`config.mk`:
```
export PLATFORM = sky130hd
export DESIGN_NAME = generador_paquetes_param
export DESIGN_NICKNAME = d
export VERILOG_FILES = /design/src/rtl/generador_paquetes_param.sv
export SDC_FILE = /design/constraint.sdc
export NUM_CORES = 1
export LEC_CHECK = 0
export ABC_AREA = 1
export CORE_MARGIN = 1
export CORE_UTILIZATION = 40
export CTS_BUF_LIST = sky130_fd_sc_hd__clkbuf_8
export CTS_CLUSTER_DIAMETER = 50
export DETAILED_ROUTE_END_ITERATION = 7
export PLACE_DENSITY = 0.6
export SYNTH_ARGS = -nofsm -noshare
export SYNTH_HDL_FRONTEND = slang
export SYNTH_SLANG_ARGS = --single-unit
```
`constraint.sdc`:
```
create_clock -name clk -period 3.9 [get_ports clk]
set_input_delay 0.39 -clock clk [delete_from_list [all_inputs] [get_ports clk]]
set_output_delay 0.39 -clock clk [all_outputs]
set_load 0.02 [all_outputs]
```
`src/rtl/generador_paquetes_param.sv`:
```
// Parametrised symbol-stream generator: COM, then per packet STP/payload/END,
// IDL gaps between packets and periodic SKP insertion, on a valid/ready output.
//
// state | meaning
// IDLE  | no burst, valid low, waiting for start
// COM   | presenting the burst-opening COM symbol
// STP   | presenting a packet start symbol
// PAY   | presenting a payload byte
// END   | presenting a packet end symbol
// GAP   | presenting an inter-packet IDL symbol
// SKP   | presenting an inserted SKP; pend_q holds the symbol it deferred
module generador_paquetes_param #(
  parameter int unsigned LEN_W        = 8,
  parameter int unsigned GAP_LEN      = 2,
  parameter int unsigned SKP_INTERVAL = 16,
  parameter int unsigned PAYLOAD_MODE = 0,
  parameter logic [7:0]  SEED         = 8'h01
) (
  input  logic             clk,
  input  logic             reset,
  input  logic             start,
  input  logic [LEN_W-1:0] pkt_len,
  input  logic [7:0]       num_pkts,
  input  logic             ready_in,
  output logic             valid,
  output logic [7:0]       data,
  output logic             k_flag,
  output logic             busy,
  output logic             done
);

  localparam logic [2:0] S_IDLE = 3'd0;
  localparam logic [2:0] S_COM  = 3'd1;
  localparam logic [2:0] S_STP  = 3'd2;
  localparam logic [2:0] S_PAY  = 3'd3;
  localparam logic [2:0] S_END  = 3'd4;
  localparam logic [2:0] S_GAP  = 3'd5;
  localparam logic [2:0] S_SKP  = 3'd6;

  localparam logic [7:0] K_COM = 8'hbc;
  localparam logic [7:0] K_SKP = 8'h1c;
  localparam logic [7:0] K_STP = 8'hfb;
  localparam logic [7:0] K_END = 8'hfd;
  localparam logic [7:0] K_IDL = 8'h7c;

  localparam int CNT_W = $clog2(SKP_INTERVAL + 1);
  localparam int GAP_W = (GAP_LEN > 0) ? $clog2(GAP_LEN + 1) : 1;

  localparam logic [CNT_W-1:0] SKP_SAT  = CNT_W'(SKP_INTERVAL);
  // The slot about to be filled counts toward the interval, so the SKP goes
  // out once SKP_INTERVAL-1 symbols have been accepted since the last one.
  localparam logic [CNT_W-1:0] SKP_TRIG = CNT_W'(SKP_INTERVAL - 1);
  localparam logic [GAP_W-1:0] GAP_INIT = GAP_W'(GAP_LEN);

  logic [2:0]       state_q, state_d;
  logic [2:0]       pend_q, pend_d;
  logic             valid_q, valid_d;
  logic [7:0]       data_q, data_d;
  logic             k_q, k_d;
  logic             busy_q, busy_d;
  logic             done_q, done_d;
  logic [CNT_W-1:0] cnt_q, cnt_d;
  logic [7:0]       gen_q, gen_d;
  logic [LEN_W-1:0] len_q, len_d;
  logic [LEN_W-1:0] pay_q, pay_d;
  logic [7:0]       pkts_q, pkts_d;
  logic [GAP_W-1:0] gap_q, gap_d;

  logic             xfer;
  logic [CNT_W-1:0] cnt_inc;
  logic [2:0]       nxt;
  logic             emit;
  logic             last;

  function automatic logic [7:0] ctrl_code(input logic [2:0] s);
    case (s)
      S_COM:   ctrl_code = K_COM;
      S_STP:   ctrl_code = K_STP;
      S_END:   ctrl_code = K_END;
      S_GAP:   ctrl_code = K_IDL;
      S_SKP:   ctrl_code = K_SKP;
      default: ctrl_code = 8'h00;
    endcase
  endfunction

  function automatic logic [7:0] gen_step(input logic [7:0] g);
    if (PAYLOAD_MODE == 0) gen_step = g + 8'd1;
    else                   gen_step = {g[6:0], g[7] ^ g[5] ^ g[4] ^ g[3]};
  endfunction

  assign xfer = valid_q && ready_in;

  // SKP spacing counter value after the current transfer
  always_comb begin
    if (state_q == S_SKP)     cnt_inc = '0;
    else if (cnt_q < SKP_SAT) cnt_inc = cnt_q + CNT_W'(1);
    else                      cnt_inc = cnt_q;
  end

  // Next-symbol selection, advanced only on an accepted transfer
  always_comb begin
    state_d = state_q;
    pend_d  = pend_q;
    valid_d = valid_q;
    data_d  = data_q;
    k_d     = k_q;
    busy_d  = busy_q;
    done_d  = 1'b0;
    cnt_d   = cnt_q;
    gen_d   = gen_q;
    len_d   = len_q;
    pay_d   = pay_q;
    pkts_d  = pkts_q;
    gap_d   = gap_q;
    nxt     = state_q;
    emit    = 1'b0;
    last    = 1'b0;

    if (state_q == S_IDLE) begin
      if (start && (pkt_len != '0) && (num_pkts != 8'd0)) begin
        len_d  = pkt_len;
        pkts_d = num_pkts;
        gen_d  = SEED;
        busy_d = 1'b1;
        nxt    = S_COM;
        emit   = 1'b1;
      end
    end else if (xfer) begin
      cnt_d = cnt_inc;
      emit  = 1'b1;
      case (state_q)
        S_COM: nxt = S_STP;
        S_STP: begin
          nxt   = S_PAY;
          pay_d = len_q;
        end
        S_PAY: begin
          pay_d = pay_q - LEN_W'(1);
          nxt   = (pay_q == LEN_W'(1)) ? S_END : S_PAY;
        end
        S_END: begin
          if (pkts_q == 8'd1) begin
            last = 1'b1;
          end else begin
            pkts_d = pkts_q - 8'd1;
            if (GAP_LEN == 0) begin
              nxt = S_STP;
            end else begin
              gap_d = GAP_INIT;
              nxt   = S_GAP;
            end
          end
        end
        S_GAP: begin
          gap_d = gap_q - GAP_W'(1);
          nxt   = (gap_q == GAP_W'(1)) ? S_STP : S_GAP;
        end
        S_SKP:   nxt = pend_q;
        default: last = 1'b1;
      endcase
      if (((nxt == S_STP) || (nxt == S_GAP)) && (cnt_inc >= SKP_TRIG)) begin
        pend_d = nxt;
        nxt    = S_SKP;
      end
    end

    if (last) begin
      state_d = S_IDLE;
      valid_d = 1'b0;
      busy_d  = 1'b0;
      done_d  = 1'b1;
      data_d  = 8'h00;
      k_d     = 1'b0;
    end else if (emit) begin
      state_d = nxt;
      valid_d = 1'b1;
      if (nxt == S_PAY) begin
        data_d = gen_q;
        k_d    = 1'b0;
        gen_d  = gen_step(gen_q);
      end else begin
        data_d = ctrl_code(nxt);
        k_d    = 1'b1;
      end
    end
  end

  // State and output registers; reset abandons any burst at once
  always_ff @(posedge clk or posedge reset) begin
    if (reset) begin
      state_q <= S_IDLE;
      pend_q  <= S_STP;
      valid_q <= 1'b0;
      data_q  <= 8'h00;
      k_q     <= 1'b0;
      busy_q  <= 1'b0;
      done_q  <= 1'b0;
      cnt_q   <= '0;
      gen_q   <= SEED;
      len_q   <= '0;
      pay_q   <= '0;
      pkts_q  <= 8'd0;
      gap_q   <= '0;
    end else begin
      state_q <= state_d;
      pend_q  <= pend_d;
      valid_q <= valid_d;
      data_q  <= data_d;
      k_q     <= k_d;
      busy_q  <= busy_d;
      done_q  <= done_d;
      cnt_q   <= cnt_d;
      gen_q   <= gen_d;
      len_q   <= len_d;
      pay_q   <= pay_d;
      pkts_q  <= pkts_d;
      gap_q   <= gap_d;
    end
  end

  assign valid  = valid_q;
  assign data   = data_q;
  assign k_flag = k_q;
  assign busy   = busy_q;
  assign done   = done_q;

endmodule

```
==> impl_metrics.ini, run 1 <==
[finish]
final_nets = 527
fill_cells = 822
fin_util_pct = 48.7
layout_stage_area_growth_over_the_synthesis_result_pct = 18.6
drive_gt1_share_pct = 8.71
seqCellArea_mm2 = 0.00143
multiInputGateArea_mm2 = 0.00162
layout_commonest_cell = sky130_fd_sc_hd__nand2_1
layout.cells.most_common_list = 120 x sky130_fd_sc_hd__nand2_1, 62 x sky130_fd_sc_hd__inv_1, 55 x sky130_fd_sc_hd__dfrtp_1
insertedDiodeCount = 0

[routing]
wire_per_inst_um = 12.5
detail_route.wirelength_um = 7620
route.vias.total = 3031
drt-pass1-iter-count = 4
drc = 0
drtAntennaViolNets = 0
via_per_inst = 4.97
initialDrtViolationCount = 179

[grt]
initial_antenna_violation_count = 0
number_of_global_route_vias_before_repair = 2872
grt_overflow_total = 0
largest_net_degree_at_the_start_of_global_routing = 43
gr_util_all_layers_pct = 19.5
wire_length_of_the_first_global_routing_pass_um = 13400

[timing]
worst_slew_pin_slew_ns = 0.879
setup_total_negative_slack_ns = 0
layout_min_cycle_time_ns = 2.69
grt_setup_unrepaired = false
timing.final.hold_violations = 0
timing.final.max_slew_violations = 0
finalClockSkew_ns = 0.00644
worst_slack_ns = 1.21
fmax_mhz = 372
setup_viol = 0
period_share_pct = 69.0
worst_case_headroom_to_the_max_slew_limit_pct = 41.3

[synthesis]
synth_cell_type_count = 35
mappedNetlistNets = 491
netlist_instances = 464
synth.yosys.seq_area_share_pct = 42.5
netlist_top_cells_area = sky130_fd_sc_hd__dfrtp_1 41%, sky130_fd_sc_hd__nand2_1 13%, sky130_fd_sc_hd__inv_1 6.8%
syn-cell-area_mm2 = 0.00336
synth_area_per_cell_um2 = 7.24
synth_ff_type = sky130_fd_sc_hd__dfrtp_1
synth_warnings = 0
synthArstFlopShare_pct = 100
synth_edf_count = 0
synth.largest_area_cell = sky130_fd_sc_hd__dfrtp_1
synth.top_cell.area_share_pct = 41.0
ys_seq_elements = 57

[power]
combinationalPowerShare_pct = 51.1
seq_power_share_pct = 31.9
leakage_nw = 1.94
sw_frac_of_total_pct = 45.9
internal_power_w = 0.00181
power_frac_clock_pct = 17.0
powerDensity_mw_per_mm2 = 840
max-vdd-ir-drop_mv = 0.350
power_dissipated_by_switching_net_loads_w = 0.00153

[worst_setup_path]
timing.critical_path.max_delay_family = simple AND/OR/NAND/NOR gates
timing.critical_path.arrival_ns = 2.92
cp-end-kind = register
crit_buf_inv = 3
crit_chain = inv_2 > nand2_2 > nor2_2 > inv_2 > nor2_1 > nor2_1 > nor2_1 > nand2_2 > nor2_4 > inv_2 > nand3_1 > o21ai_1
worst_path_depth = 12
cp_max_fo = 14
critPathLaunchType = register
crit_path_top_delay_cell = sky130_fd_sc_hd__dfrtp_1
critical_path.max_stage_delay_ns = 0.48
crit_required_ns = 4.13
timing_worst_setup_path_type = register to register
register_to_register_setup_slack_ns = 1.21
ff2ff_path_depth = 12

[floorplan]
initial_core_util_pct = 41.1
die_width_um = 93.6
io_pins = 32
die_h_um = 93.6
die-area_mm2 = 0.00877
coreArea_mm2 = 0.00818
std_cell_rows = 33

[clocking]
clk_latency_ns = 0.34
cts_num_sinks = 57
ctsHtreeMaxLevel = 3
path_clk_slew_ns = 0.06
cts.hold.buffers_added = 0
post-cts-setup-buffers = 0
post_cts.resized_instances = 0
ctsLongestPathBuffers = 2
tritoncts = built
clock_tree.root_cell = sky130_fd_sc_hd__clkbuf_8
cts_made_buffers = 9

[hold_path]
hold_path_depth = 1
min_path_type = register to register

[place]
place_congestion = 0.856
io_buffers = 31
dp_hpwl_um = 5550
dp_worst_setup_slack_ns = 1.20

[run_status]
run_status = finished, final reports clean

[flow_run]
drv.max_cap_violation_count = 0
-- cells by family (layout without fill, tap and decap cells) --
group | Yosys count | in the layout | share of synthesized area, %
AOI/OAI and AO/OA | 80 | 80 | 13.5
xor gates and xnor gates | 7 | 7 | 1.83
adders and majority gates | 7 | 7 | 2.61
buffers and inverters | 79 | 120 | 9.20
DFF | 57 | 57 | 42.5
and+or+nand+nor | 234 | 234 | 30.3
-- synthesized netlist by cell type (3+ instances only) --
library cell	number
sky130_fd_sc_hd__o21ai_0	42
sky130_fd_sc_hd__dfrtp_1	55
sky130_fd_sc_hd__inv_1	61
sky130_fd_sc_hd__buf_2	4
sky130_fd_sc_hd__nand3_1	30
sky130_fd_sc_hd__o22ai_1	5
sky130_fd_sc_hd__clkbuf_1	5
sky130_fd_sc_hd__o21ai_1	3
sky130_fd_sc_hd__nand2_2	5
sky130_fd_sc_hd__nand2_1	120
sky130_fd_sc_hd__a31oi_1	3
sky130_fd_sc_hd__inv_2	7
sky130_fd_sc_hd__nor2_1	53
sky130_fd_sc_hd__ha_1	7
sky130_fd_sc_hd__a21oi_1	14
sky130_fd_sc_hd__nand4_1	9
sky130_fd_sc_hd__xor2_1	5
sky130_fd_sc_hd__o211ai_1	7
sky130_fd_sc_hd__nor3_1	6
-- stage by stage --
step	cell area (um^2)	power (W)	instances	hold slack, ns
finish	3980	0.00334	610	0.474
global route	3980	0.00368	610	0.511
CTS	3980	0.00336	610	0.477
detailed placement	3780	0.00278	594	0.464
global placement	3780	0.00276	594	0.460
floorplan	3360	0.00233	464	0.442
-- worst paths after layout --
path                            start       end
max in group asynchronous       reset  gen_q[0]
max                        state_q[1]  gen_q[5]
max reg2reg                state_q[1]  gen_q[5]
min reg2reg                  gap_q[0]  gap_q[0]
min                          gap_q[0]  gap_q[0]
min in group asynchronous       reset  gen_q[7]
-- power groups by stage --
stage	Combinational (W)	Sequential, W	Clock, W
6_report	0.00171	0.00107	0.000567
5_1_grt	0.00197	0.00111	0.000602
4_1_cts	0.00171	0.00107	0.000577
3_5_place_dp	0.00171	0.00107	0
3_3_place_gp	0.00169	0.00107	0
2_1_floorplan	0.00125	0.00108	0
-- routing by layer --
layer	global-route usage [%]	vias up	share of wire [%]
met5	0	-	0
met4	7.69	0	1.7
met3	2.93	9	3.2
met2	30.8	52	44
met1	26.9	1396	51
li1	-	1574	-
-- flip-flops by register name (all words and copies together), names as in the netlist --
name,flops
state_q,3
pay_q,8
data,8
k_flag,1
busy,1
pkts_q,8
gap_q,2
done,1
len_q,8
gen_q,8
valid,1
pend_q,3
cnt_q,5
-- cell type report --
cell class | instances | share of cell area (%)
multi-input combinational | 328 | 40.7
sequential | 57 | 35.9
timing repair buffer | 36 | 8.73
inverter | 68 | 6.41
clock buffer | 11 | 3.80
tap | 105 | 3.30
clock inverter | 5 | 1.19
(Power assumes the default switching activity.)
==> run 2, diff against run 1 <==
- clock period: 3.9 -> 2.8 ns (I/O delays scaled with it)
==> run 2 against run 1 <==
Non-clock buffer count increased by 4. Combinational power increased by 42%. Critical path depth decreased by 3. Global-route usage decreased by 0.14 points. Hold slack got worse by 0.14 ns. Fmax increased by 9.4%. Flip-flop and latch count unchanged. Setup slack got worse by 0.87 ns. Die area unchanged. Clock skew increased by 0.0023 ns. Clock power increased by 35%. Highest routed layer unchanged.
==> impl_metrics.ini, run 2 (synthesis results as in run 1) <==
[run_status]
run_status = finished, final reports clean

[power]
powerDensity_mw_per_mm2 = 1160
post-layout-total-power_w = 0.00467
leakage_nw = 1.96
max-vdd-ir-drop_mv = 0.440

[routing]
drt-pass1-iter-count = 4
via_per_inst = 4.96
detail_route.wirelength_um = 7460
drc = 0
wire_per_inst_um = 12.2
drtAntennaViolNets = 0
route.vias.total = 3043
initialDrtViolationCount = 137

[clocking]
path_clk_slew_ns = 0.07
tritoncts = built
clock_tree.root_cell = sky130_fd_sc_hd__clkbuf_8
ctsLongestPathBuffers = 2
cts_made_buffers = 9
clk_latency_ns = 0.33
cts.hold.buffers_added = 0
ctsHtreeMaxLevel = 3
cts_num_sinks = 57

[grt]
grt_overflow_total = 0
grt_util_met1_pct = 26.5
grt.met2_usage_pct = 31.1
wire_length_of_the_first_global_routing_pass_um = 13400
gr_util_all_layers_pct = 19.4
globalRoute.busiestLayer = met2
initial_antenna_violation_count = 0
grt.met3_usage_pct = 2.93
largest_net_degree_at_the_start_of_global_routing = 32
number_of_global_route_vias_before_repair = 2940

[finish]
layout_stage_area_growth_over_the_synthesis_result_pct = 20.0
insertedDiodeCount = 0
layout.cells.most_common_list = 120 x sky130_fd_sc_hd__nand2_1, 60 x sky130_fd_sc_hd__inv_1, 55 x sky130_fd_sc_hd__dfrtp_1
final_nets = 531
drive_gt1_share_pct = 9.84
layout_commonest_cell = sky130_fd_sc_hd__nand2_1

[floorplan]
die_h_um = 93.6
coreArea_mm2 = 0.00818
die_width_um = 93.6
die-area_mm2 = 0.00877
initial_core_util_pct = 41.1
io_pins = 32
std_cell_rows = 33

[worst_setup_path]
worst_r2r_endpoint = pkts_q[3]
crit_required_ns = 3.05
startpoint_of_the_worst_setup_timing_path = state_q[0]
r2r_start = state_q[0]
timing_worst_setup_path_type = register to register
cp_max_fo = 13
register_to_register_setup_slack_ns = 0.34
timing.critical_path.arrival_ns = 2.71
ff2ff_path_depth = 9
critPathLaunchType = register
cp-end-kind = register

[flow_run]
drv.max_cap_violation_count = 0

[timing]
worst_slew_pin_slew_ns = 0.605
setup_total_negative_slack_ns = 0
grt_setup_unrepaired = false
setup_viol = 0
worst_case_headroom_to_the_max_slew_limit_pct = 59.6
period_share_pct = 87.8
timing.final.max_slew_violations = 0
fmax_mhz = 407
finalClockSkew_ns = 0.00876
timing.final.hold_violations = 0
layout_min_cycle_time_ns = 2.46

[place]
place_congestion = 0.855
io_buffers = 31
dp_hpwl_um = 5660

[hold_path]
min_path_type = primary input to async pin
==> run 2: worst max-delay path, stage by stage (launching register included) <==
cell and delay, ns:
sky130_fd_sc_hd__dfrtp_1 0.47, sky130_fd_sc_hd__inv_2 0.14, sky130_fd_sc_hd__nand2_2 0.08, sky130_fd_sc_hd__nor2_2 0.16, sky130_fd_sc_hd__inv_2 0.14, sky130_fd_sc_hd__nor2_2 0.44
sky130_fd_sc_hd__o21ai_0 0.29, sky130_fd_sc_hd__inv_1 0.34, sky130_fd_sc_hd__o21ai_0 0.15, sky130_fd_sc_hd__a32oi_1 0.15
==> run 2: worst max path at each step <==
stage | end | depth (start not counted)
CTS | pkts_q[3] | 9
detailed placement | pkts_q[3] | 9
global placement | pkts_q[3] | 9
floorplan | gen_q[5] | 14
global route | data[4] | 13
finish | pkts_q[3] | 9
==> run 2: cell type report <==
type	count	area [um^2]
clock buffers	14	193
fillers	808	4150
flip-flops and latches	57	1430
clock inverters	1	7.51
well taps	105	131
repair buffers	40	390
multi-input cells	328	1620
inverters	68	255
==> run 2: routing by layer <==
layer  vias to the layer above  routed length [um]
met3                        14                 179
met1                      1408                3710
li1                       1580                   -
met2                        41                3440
met5                         -                   0
met4                         0                 126
==> run 2: report_power, final <==
group	switching [W]	total, W	internal (W)
combinational	0.00153	0.00243	0.000897
sequential	0.000273	0.00148	0.00120
clock	0.000325	0.000763	0.000438
==> run 2: repair_timing <==
action	in CTS	in global routing
endpoints found under the setup margin	0	15
setup buffers	0	0
gates resized for setup	0	1
==> run 2: stage by stage <==
stage / hold WS, ns / area, um^2 / cells / worst slack, ns / utilization (%)
after floorplan: 0.397 / 3360 / 464 / 0.727 / -
after global placement: 0.464 / 3830 / 598 / 0.169 / 46.8
after detailed placement: 0.461 / 3830 / 598 / 0.0796 / 46.8
after CTS: 0.354 / 4030 / 613 / 0.0862 / 49.3
after global routing: 0.412 / 4030 / 613 / 0.0680 / 49.3
final: 0.338 / 4030 / 613 / 0.342 / 49.3
